--- src/rtl/adder_pkg.sv ---
// Shared types and default sizing for the multicycle adder.
// Holds the IDLE/RUN state enum and default WIDTH/SLICE.
package adder_pkg;

  localparam int DEF_WIDTH = 32;
  localparam int DEF_SLICE = 8;

  typedef enum logic {
    IDLE,
    RUN
  } state_t;

endpackage

--- src/rtl/adder_slice.sv ---
// Combinational SLICE-bit adder with carry in/out.
// Also exposes the carry into its MSB for overflow detection.
module adder_slice
  import adder_pkg::*;
#(
  parameter int SLICE = DEF_SLICE
) (
  input  logic [SLICE-1:0] a,
  input  logic [SLICE-1:0] b,
  input  logic             cin,
  output logic [SLICE-1:0] sum,
  output logic             cout,
  output logic             msb_cin
);

  logic [SLICE:0] full;

  assign full = {1'b0, a} + {1'b0, b}
              + {{SLICE{1'b0}}, cin};
  assign sum  = full[SLICE-1:0];
  assign cout = full[SLICE];

  // a ^ b ^ sum at a bit position recovers the carry into it
  assign msb_cin = a[SLICE-1] ^ b[SLICE-1]
                 ^ sum[SLICE-1];

endmodule

--- src/rtl/multicycle_adder.sv ---
// Bit-serial-by-slice adder/subtractor, one SLICE per clock.
// Define MULTICYCLE_ADDER_FLAGS_EN to build overflow/zero flags.
module multicycle_adder
  import adder_pkg::*;
#(
  parameter int WIDTH = DEF_WIDTH,
  parameter int SLICE = DEF_SLICE
) (
  input  logic             clk_in,
  input  logic             reset_in,
  input  logic             start_in,
  output logic             ready_out,
  input  logic [WIDTH-1:0] operand1_in,
  input  logic [WIDTH-1:0] operand2_in,
  input  logic             subtract_in,
  input  logic             carry_in,
  output logic             valid_out,
  output logic [WIDTH-1:0] result_out,
  output logic             carry_out,
  output logic             overflow_out,
  output logic             zero_out
);

  localparam int NSLICES = WIDTH / SLICE;
  localparam int CW =
    (NSLICES > 1) ? $clog2(NSLICES) : 1;
  localparam logic [CW-1:0] LAST =
    CW'(NSLICES - 1);

  state_t           state;
  logic [WIDTH-1:0] op_a;
  logic [WIDTH-1:0] op_b;
  logic [WIDTH-1:0] acc;
  logic [WIDTH-1:0] acc_next;
  logic             carry;
  logic [CW-1:0]    cnt;

  logic [SLICE-1:0] s_a;
  logic [SLICE-1:0] s_b;
  logic [SLICE-1:0] s_sum;
  logic             s_cout;
  logic             s_msb_cin;
  logic             last;

  assign s_a  = op_a[cnt*SLICE +: SLICE];
  assign s_b  = op_b[cnt*SLICE +: SLICE];
  assign last = (state == RUN) && (cnt == LAST);

  adder_slice #(
    .SLICE (SLICE)
  ) u_slice (
    .a       (s_a),
    .b       (s_b),
    .cin     (carry),
    .sum     (s_sum),
    .cout    (s_cout),
    .msb_cin (s_msb_cin)
  );

  always_comb begin
    acc_next = acc;
    acc_next[cnt*SLICE +: SLICE] = s_sum;
  end

  assign ready_out = (state == IDLE);

  // acc builds the result; result_out only moves on completion
  always_ff @(posedge clk_in) begin
    if (reset_in) begin
      state      <= IDLE;
      op_a       <= '0;
      op_b       <= '0;
      acc        <= '0;
      carry      <= 1'b0;
      cnt        <= '0;
      valid_out  <= 1'b0;
      result_out <= '0;
      carry_out  <= 1'b0;
    end else begin
      valid_out <= 1'b0;
      unique case (state)
        IDLE: begin
          if (start_in) begin
            op_a  <= operand1_in;
            op_b  <= subtract_in ? ~operand2_in
                                 : operand2_in;
            carry <= subtract_in | carry_in;
            cnt   <= '0;
            state <= RUN;
          end
        end
        RUN: begin
          acc   <= acc_next;
          carry <= s_cout;
          cnt   <= cnt + 1'b1;
          if (cnt == LAST) begin
            state      <= IDLE;
            valid_out  <= 1'b1;
            result_out <= acc_next;
            carry_out  <= s_cout;
          end
        end
        default: state <= IDLE;
      endcase
    end
  end

`ifdef MULTICYCLE_ADDER_FLAGS_EN
  always_ff @(posedge clk_in) begin
    if (reset_in) begin
      overflow_out <= 1'b0;
      zero_out     <= 1'b0;
    end else if (last) begin
      overflow_out <= s_msb_cin ^ s_cout;
      zero_out     <= (acc_next == '0);
    end
  end
`else
  logic unused_flags;
  assign unused_flags = s_msb_cin ^ last;
  assign overflow_out = 1'b0;
  assign zero_out     = 1'b0;
`endif

endmodule

--- config.mk ---
export PLATFORM = sky130hd
export DESIGN_NAME = multicycle_adder
export DESIGN_NICKNAME = d
export VERILOG_FILES = /design/src/rtl/adder_pkg.sv /design/src/rtl/adder_slice.sv /design/src/rtl/multicycle_adder.sv
export SDC_FILE = /design/constraint.sdc
export NUM_CORES = 1
export LEC_CHECK = 0
export BUFFER_PORTS_ARGS = -buffer_cell sky130_fd_sc_hd__buf_2
export CAP_MARGIN = 20
export CORE_MARGIN = 10
export CORE_UTILIZATION = 55
export CTS_CLUSTER_SIZE = 30
export DETAILED_ROUTE_END_ITERATION = 8
export GPL_ROUTABILITY_DRIVEN = 0
export GPL_TIMING_DRIVEN = 0
export PLACE_DENSITY = 0.86
export SLEW_MARGIN = 25
export SYNTH_ARGS = -nofsm -noshare
export SYNTH_HDL_FRONTEND = slang
export SYNTH_HIERARCHICAL = 1
export SYNTH_SLANG_ARGS = --single-unit
--- constraint.sdc ---
create_clock -name clk_in -period 4.45 [get_ports clk_in]
set_input_delay 0.445 -clock clk_in [delete_from_list [all_inputs] [get_ports clk_in]]
set_output_delay 0.445 -clock clk_in [all_outputs]
set_load 0.05 [all_outputs]
# Word-level counts from Yosys, hierarchy flattened
# Index checks and enable logic that the tools add are counted.
[classes]
add_sub_neg = 4
n_eq_ne = 2
shifts = 4
muxes = 10
n_bitwise = 3
reduce_logical = 3
[op_table]
columns = ["cell", "n"]
rows = [
  ["$shiftx 32x6->8", 2],
  ["$neg 5->34", 1],
  ["$shift 8x34->32 const A", 1],
  ["$shiftx 8x34->32", 1],
  ["$bwmux 32", 1],
  ["$mux 32", 1],
  ["$not 32->32", 1],
  ["$add 8x8->9", 1],
  ["$add 9x1->9", 1],
  ["$mux 1", 4],
  ["$pmux 1 s2", 2],
  ["$pmux 2 s2", 1],
  ["$reduce_and 2->1", 2],
  ["$add 2x1->2 const B", 1],
  ["$eq 2x2->1 const B", 1],
  ["$mux 2", 1],
  ["$ne 2x2->1 const B", 1],
  ["$reduce_or 2->1", 1],
  ["$not 1->1", 1],
  ["$or 1x1->1", 1],
]
[word_totals]
reg_bits = 134
input_bits = 69
word_cells = 35

# Depth between registers and ports, before layout
# Gate-level depths: netlist of run 1.
[depth]
word_depth = 5
ltp_mapped = 12

# Modules after synthesis
# Netlist of run 1, hierarchy kept.
[modules_own_cells]
columns = ["module", "instances", "cells_per_inst", "area_per_inst_um2", "seq_area_each_um2"]
rows = [
  ["multicycle_adder", 1, 587, 5430.2, 2522.4],
  ["adder_slice", 1, 43, 364.1, 0.0],
]

# Worst setup path after synthesis of run 1
# Ideal clock, no wire load.
[synth_path]
path_type = "register -> register"
startpoint = "register cnt[0]"
endpoint = "register acc[14]"
setup_time_ns = 0.070
arrival_time_ns = 3.361
required_time_ns = 4.380
slack_ns = 1.018
path_stages_with_launch = 13
n_path_buf = 3
synth_period_minus_slack_ns = 3.432
cell_sequence = "dfxtp_1 buf_4 buf_4 mux4_2 fa_1 fa_1 a21oi_1 o21a_1 xnor2_1 buf_1 nand2_1 or3_1 a21oi_1"
[synth_via]
elab_chain_cells = 5
[synth_rtl]
columns = ["element", "line_no", "rtl"]
rows = [
  ["from (decl)", "multicycle_adder.sv:36", "logic [CW-1:0] cnt;"],
  ["from (signal assigned)", "multicycle_adder.sv:95", "cnt <= cnt + 1'b1;"],
  ["$shiftx 32x6->8", "multicycle_adder.sv:45", "assign s_a = op_a[cnt*SLICE +: SLICE];"],
  ["named net s_a[0]", "multicycle_adder.sv:38", "logic [SLICE-1:0] s_a;"],
  ["$add 8x8->9", "adder_slice.sv:18", "assign full = {1'b0, a} + {1'b0, b}"],
  ["$add 9x1->9", "adder_slice.sv:19", "+ {{SLICE{1'b0}}, cin};"],
  ["named net s_sum[6]", "multicycle_adder.sv:40", "logic [SLICE-1:0] s_sum;"],
  ["$shiftx 8x34->32", "multicycle_adder.sv:62", "acc_next[cnt*SLICE +: SLICE] = s_sum;"],
  ["$bwmux 32", "multicycle_adder.sv:62", ""],
  ["to (signal assigned)", "multicycle_adder.sv:93", "acc <= acc_next;"],
  ["to (decl)", "multicycle_adder.sv:33", "logic [WIDTH-1:0] acc;"],
]
# The timed path passes the listed nets, and every way through them passes these cells.
# A chain may end at the register's enable or synchronous reset.

# Worst setup path after layout of run 1
[layout_path]
startpoint = "register cnt[1]"
endpoint = "register acc[12]"
# Same word-level chain as after synthesis.

==> summary.md, run 1 <==
| Metric | Value |
|---|---|
| Outcome | `completed` |
| Clock buffer depth | `2` |
| Largest delay share family, worst path | `adder cells` |
| Clock Skew | `7.106 ps` |
| Port bufs | `just over 100` |
| Final hold violation count | `0` |
| Maximum vdd drop | `214.5 uV` |
| ANT nets after route | `0` |
| Unrepaired setup endpoints after global routing | `false` |
| Layout cells sized above 1 | `0.2484` |
| Vias in the first global route | `5586` |
| CTS H-tree lvls | `4` |
| Crit path max fanout | `10` |
| Die area | `between 0.015 and 0.02 sq mm` |
| DR WL/cell | `18.97 um` |
| Power density cells | `around 430 mW/mm^2` |
| Leak | `2.826 nW` |
| Flop pwr share | `0.401` |
| Crit end category | `flip-flop` |
| Worst path required time | `between 4000 and 5000 ps` |
| Internal power | `2.211 mW` |
| Maxcap violations | `0` |
| Switching share of power | `0.2641` |
| Grt met2 use | `0.3748` |
| First-pass GRT wire length | `approximately 27000 um` |
| Root Driver | `clkbuf_8` |
| Cts bufs inserted | `17` |
| Buf+Inv Stages, Crit Path | `2` |
| Die Ht | `122.5 um` |
| Cells after synthesis | `628` |
| Mapped cell area | `0.005781 sq mm` |
| Relative slew slack | `0.4326` |
| Resized cells post-CTS | `0` |
| Critical path startpoint category | `flip-flop` |
| Setup Total Neg Slack | `0 ps` |
| Global route hottest layer | `met2` |
| Worst hold path class | `in2reg` |
| Routed WL | `17020 um` |
| Clock power frac | `0.462` |
| Crit path time final | `4115 ps` |
| Core footprint | `~0.01 sq mm` |
| Total power | `3.005 mW` |
| CP max stage delay | `600 ps` |
| Met1 usage | `0.2599` |
| Psw | `793.5 uW` |
| Yosys warning count | `6` |
| # hold bufs at CTS | `0` |
| FMAX | `between 200 and 250 MHz` |
| Vias per cell | `5.903` |
| Worst-margin pin slew | `845.0 ps` |
| Critical path type | `reg2reg` |
| DRC errors left | `0` |
| Gr usage total | `0.2260` |
| Final Setup Violations | `0` |
| I/O Pins | `106` |
| Final Core Density | `0.6858` |
| CP max-delay cell | `xor2_1` |
| Iter 0 DRT Violations | `about 390` |
| Placed wire-length estimate | `between 10000 and 15000 um` |
| Vias | `5295` |
| Final worst setup slack | `334.6 ps` |
| WP data arrival | `4580 ps` |
| Initial core utilization | `0.5625` |
| Comb power frac | `0.137` |
| Setup Buffers After CTS | `0` |
| Clock sinks | `126` |
| GR Util met3 | `0.06703` |
| Overflow after GRT | `0` |
| Worst skew pair latency | `about 530 ps` |
| Pre-CTS setup slack | `between 300 and 400 ps` |
| CTS tree | `built` |
| Nets | `between 800 and 900` |
| Largest net degree at the start of global routing | `17` |
| DRT Pass-1 Iters | `5` |
| Final period util | `0.9248` |
| Die width | `around 120 um` |
| Syn Area/Cell | `9.205 sq um` |
| Clock transition at the registers of the reported paths | `60 ps` |
| Initial antenna violation count | `0` |
| P&R area growth vs syn | `21.93%` |
| Crit-path cells | `clkbuf_1 > buf_2 > mux4_2 > fa_1 > fa_1 > a21oi_1 > o21bai_1 > xor2_1 > nand2_1 > or3_1 > a21oi_1` |
| Inserted Diodes | `0` |
| Max-slew violations | `0` |
| Rows | `37` |
==> state kept, by name, summed over array words and instances (netlist names) <==
signal,cells
state,1
cnt,2
op_b,32
op_a,32
carry,1
carry_out,1
acc,24
result_out,32
valid_out,1
==> tightest hold or removal path, cell delays in order <==
cell,delay [ps]
buf_2,100
nand2_1,40
a21oi_1,50
==> layout by cell type, fill, tap and decap left out, drive strengths merged, types with 3 or more instances in the layout <==
| cell | n |
|---|---|
| buf | 135 |
| dfxtp | 126 |
| nand2 | 104 |
| a21oi | 68 |
| nor2 | 43 |
| clkbuf | 42 |
| xnor2 | 34 |
| a211oi | 32 |
| mux4 | 16 |
| a22o | 16 |
| and4b | 12 |
| ha | 12 |
| nand2b | 10 |
| nand3 | 10 |
| or3 | 9 |
| nand3b | 9 |
| o21ai | 9 |
| o2bb2ai | 8 |
| a31oi | 8 |
| inv | 8 |
| o32ai | 6 |
| nor2b | 4 |
| clkinvlp | 4 |
| nor3 | 3 |
| bufinv | 3 |
| a311o | 3 |
| nor3b | 3 |
| clkinv | 3 |
==> cell type report <==
type | count | area (sq um)
Clock inverter | 10 | 138.9
Buffer | 55 | 267.8
Inverter | 8 | 30.03
Multi-Input combinational cell | 440 | 2964
Tap cell | 136 | 170.2
Timing Repair Buffer | 101 | 505.5
Fill cell | 784 | 3229
Sequential cell | 126 | 2522
Clock buffer | 21 | 449.2
==> metrics by stage <==
stage          cells  hold slack, ps  area, sq um
2_1_floorplan    629           417.6         5784
3_3_place_gp     866           433.5         6460
4_1_cts          897           142.9         7048
5_1_grt          897           143.4         7048
3_5_place_dp     866           445.2         6460
6_report         897           143.4         7048
==> final timing paths <==
path | from | end | slack, ps | depth (start not counted)
setup / recovery | cnt[1] | acc[12] | 330 | 11
hold / removal | operand1_in[20] | op_a[20] | 140 | 3
hold reg to reg | acc[10] | acc[10] | 450 | 2
setup reg to reg | cnt[1] | acc[12] | 330 | 11
==> layer usage <==
layer	routed length (um)	vias to the layer above
li1	-	2476
met3	1596	61
met4	576	0
met2	8020	298
met5	0	-
met1	6824	2460
==> power by group through the flow <==
stage | Combinational [mW] | Sequential [mW] | Clock, mW
3_3_place_gp | 0.383 | 1.22 | 0
4_1_cts | 0.404 | 1.20 | 1.38
3_5_place_dp | 0.397 | 1.23 | 0
5_1_grt | 0.444 | 1.21 | 1.43
6_report | 0.413 | 1.20 | 1.39
2_1_floorplan | 0.270 | 1.22 | 0
(Power assumes the default switching activity.)
==> run 2, diff against run 1 <==
CTS_BUF_LIST = sky130_fd_sc_hd__clkbuf_8 sky130_fd_sc_hd__clkbuf_16   (was not set)
==> summary.md, run 2 (synthesis gave the netlist of run 1 again) <==
| Metric | Value |
|---|---|
| Final period util | `0.9244` |
| Wire length on met3 | `1662 um` |
| FMAX | `243.1 MHz` |
| Outcome | `completed` |
| Crit path time final | `4114 ps` |
| Top layer in use | `met4` |
| Setup Total Neg Slack | `0 ps` |
| Die Ht | `roughly 120 um` |
| Worst hold path class | `in2reg` |
| Port bufs | `101` |
| M1 WL | `between 6000 and 7000 um` |
| HP Start | `operand1_in[20]` |
| Die area | `around 0.015 sq mm` |
| Iter 0 DRT Violations | `393` |
| Rows | `37` |
| Die width | `122.5 um` |
| CTS tree | `built` |
| Worst-case reg-to-reg path depth | `11` |
| Clock transition at the registers of the reported paths | `60 ps` |
| Maxcap violations | `0` |
| Setup Buffers After CTS | `0` |
| Crit path max fanout | `10` |
| Worst skew pair latency | `about 530 ps` |
| Commonest cells after routing, fill and taps aside | `buf_2, dfxtp_1, nand2_1, a21oi_1, nor2_1` |
| DRT Pass-1 Iters | `5` |
| Relative slew slack | `0.4157` |
| Hold depth | `3` |
| Clock buffer depth | `2` |
| First-pass GRT wire length | `26950 um` |
| Root Driver | `clkbuf_8` |
| Met2 Routed Length | `7982 um` |
| Non-Filler Instances | `897` |
| WP data arrival | `between 4000 and 5000 ps` |
| Reg-to-Reg End | `acc[12]` |
| Vias | `about 5300` |
| Largest net degree at the start of global routing | `17` |
| DP Cell Count | `866` |
| Most common cell after layout, fill and taps aside | `buf_2` |
| Max-slew violations | `0` |
| FF+latch area | `between 0.002 and 0.003 sq mm` |
| Clock sinks | `between 100 and 150` |
| Crit end category | `flip-flop` |
| I/O Pins | `106` |
| Worst path required time | `4910 ps` |
| RR Startpoint | `cnt[1]` |
| Leak | `2.834 nW` |
| Routed WL | `16930 um` |
| Cts bufs inserted | `17` |
| Fillers | `784` |
| Largest registers | `op_a x32, op_b x32, result_out x32` |
| Total power | `2.998 mW` |
| Final Setup Violations | `0` |
| Critical path type | `reg2reg` |
| Worst-margin pin slew | `870.1 ps` |
| Maximum vdd drop | `between 200 and 250 uV` |
| Vias in the first global route | `5586` |
| ANT nets after route | `0` |
| Overflow after GRT | `0` |
| Nets | `832` |
| Worst hold path endpoint | `op_a[20]` |
| Final hold violation count | `0` |
| Gr usage total | `0.2260` |
| P&R area growth vs syn | `21.93%` |
| Unrepaired setup endpoints after global routing | `false` |
| DRC errors left | `0` |
| # hold bufs at CTS | `0` |
| Initial antenna violation count | `0` |
| Inserted Diodes | `0` |
| Clock Skew | `7.207 ps` |
| Multi-input logic area | `~0.0030 sq mm` |
| Vias per cell | `5.884` |
| Layout cells sized above 1 | `0.2484` |
| Placed wire-length estimate | `11920 um` |
| Resized cells post-CTS | `0` |
| CTS H-tree lvls | `4` |
| Power density cells | `425.4 mW/mm^2` |
| Critical path startpoint category | `flip-flop` |
| DR WL/cell | `18.87 um` |
| Worst R2R Setup Slack | `roughly 340 ps` |
| Initial core utilization | `0.5625` |
| Core footprint | `0.01028 sq mm` |
==> run 2: cell types whose count changed in the layout (fill, tap and decap cells not counted), sizes merged <==
cell	before	now
clkbuf	42	40
inv	8	10
==> run 2: final cells by class <==
| type | instances | share of cell area |
|---|---|---|
| clock inverters | 12 | 0.02077 |
| flip-flops and latches | 126 | 0.3579 |
| clock buffers | 19 | 0.06267 |
| plain buffers | 55 | 0.03799 |
| repair buffers | 101 | 0.07172 |
| multi-input cells | 440 | 0.4206 |
| well taps | 136 | 0.02414 |
| inverters | 8 | 0.004261 |
==> run 2: report_power, final <==
| part | internal (mW) | switching (mW) | total (mW) |
|---|---|---|---|
| Clock | 0.873 | 0.507 | 1.38 |
| Combinational | 0.156 | 0.256 | 0.412 |
| Sequential | 1.18 | 0.0278 | 1.20 |
| Total | 2.21 | 0.791 | 3.00 |
==> run 2: how the worst max path moves through the flow <==
stage | start | to | cells after the start
after floorplan | cnt[0] | acc[14] | 12
after global placement | cnt[1] | acc[12] | 11
after detailed placement | cnt[1] | acc[12] | 11
after CTS | cnt[1] | acc[12] | 11
after global routing | cnt[1] | acc[12] | 11
final | cnt[1] | acc[12] | 11
==> run 2: critical path: stages, from the launching register on <==
cell and delay, ps:
dfxtp_1 370, clkbuf_1 450, buf_2 390, mux4_2 390
fa_1 500, fa_1 430, a21oi_1 240, o21bai_1 110
xor2_1 600, nand2_1 100, or3_1 320, a21oi_1 140
==> run 2: metrics by stage <==
step / hold slack, ps / utilization / setup WS (ps) / instance area (sq um)
2_1_floorplan: 417.6 / - / 1018 / 5784
3_3_place_gp: 433.5 / 0.6286 / 396.4 / 6460
3_5_place_dp: 445.2 / 0.6286 / 360.5 / 6460
4_1_cts: 142.9 / 0.6858 / 349.2 / 7048
5_1_grt: 143.4 / 0.6858 / 186.1 / 7048
6_report: 145.4 / 0.6858 / 336.2 / 7048
==> run 2: layer usage <==
layer	GRT usage	vias to the layer above
met4	0.1163	0
met5	0	-
li1	-	2473
met1	0.2599	2451
met2	0.3748	298
met3	0.06703	56
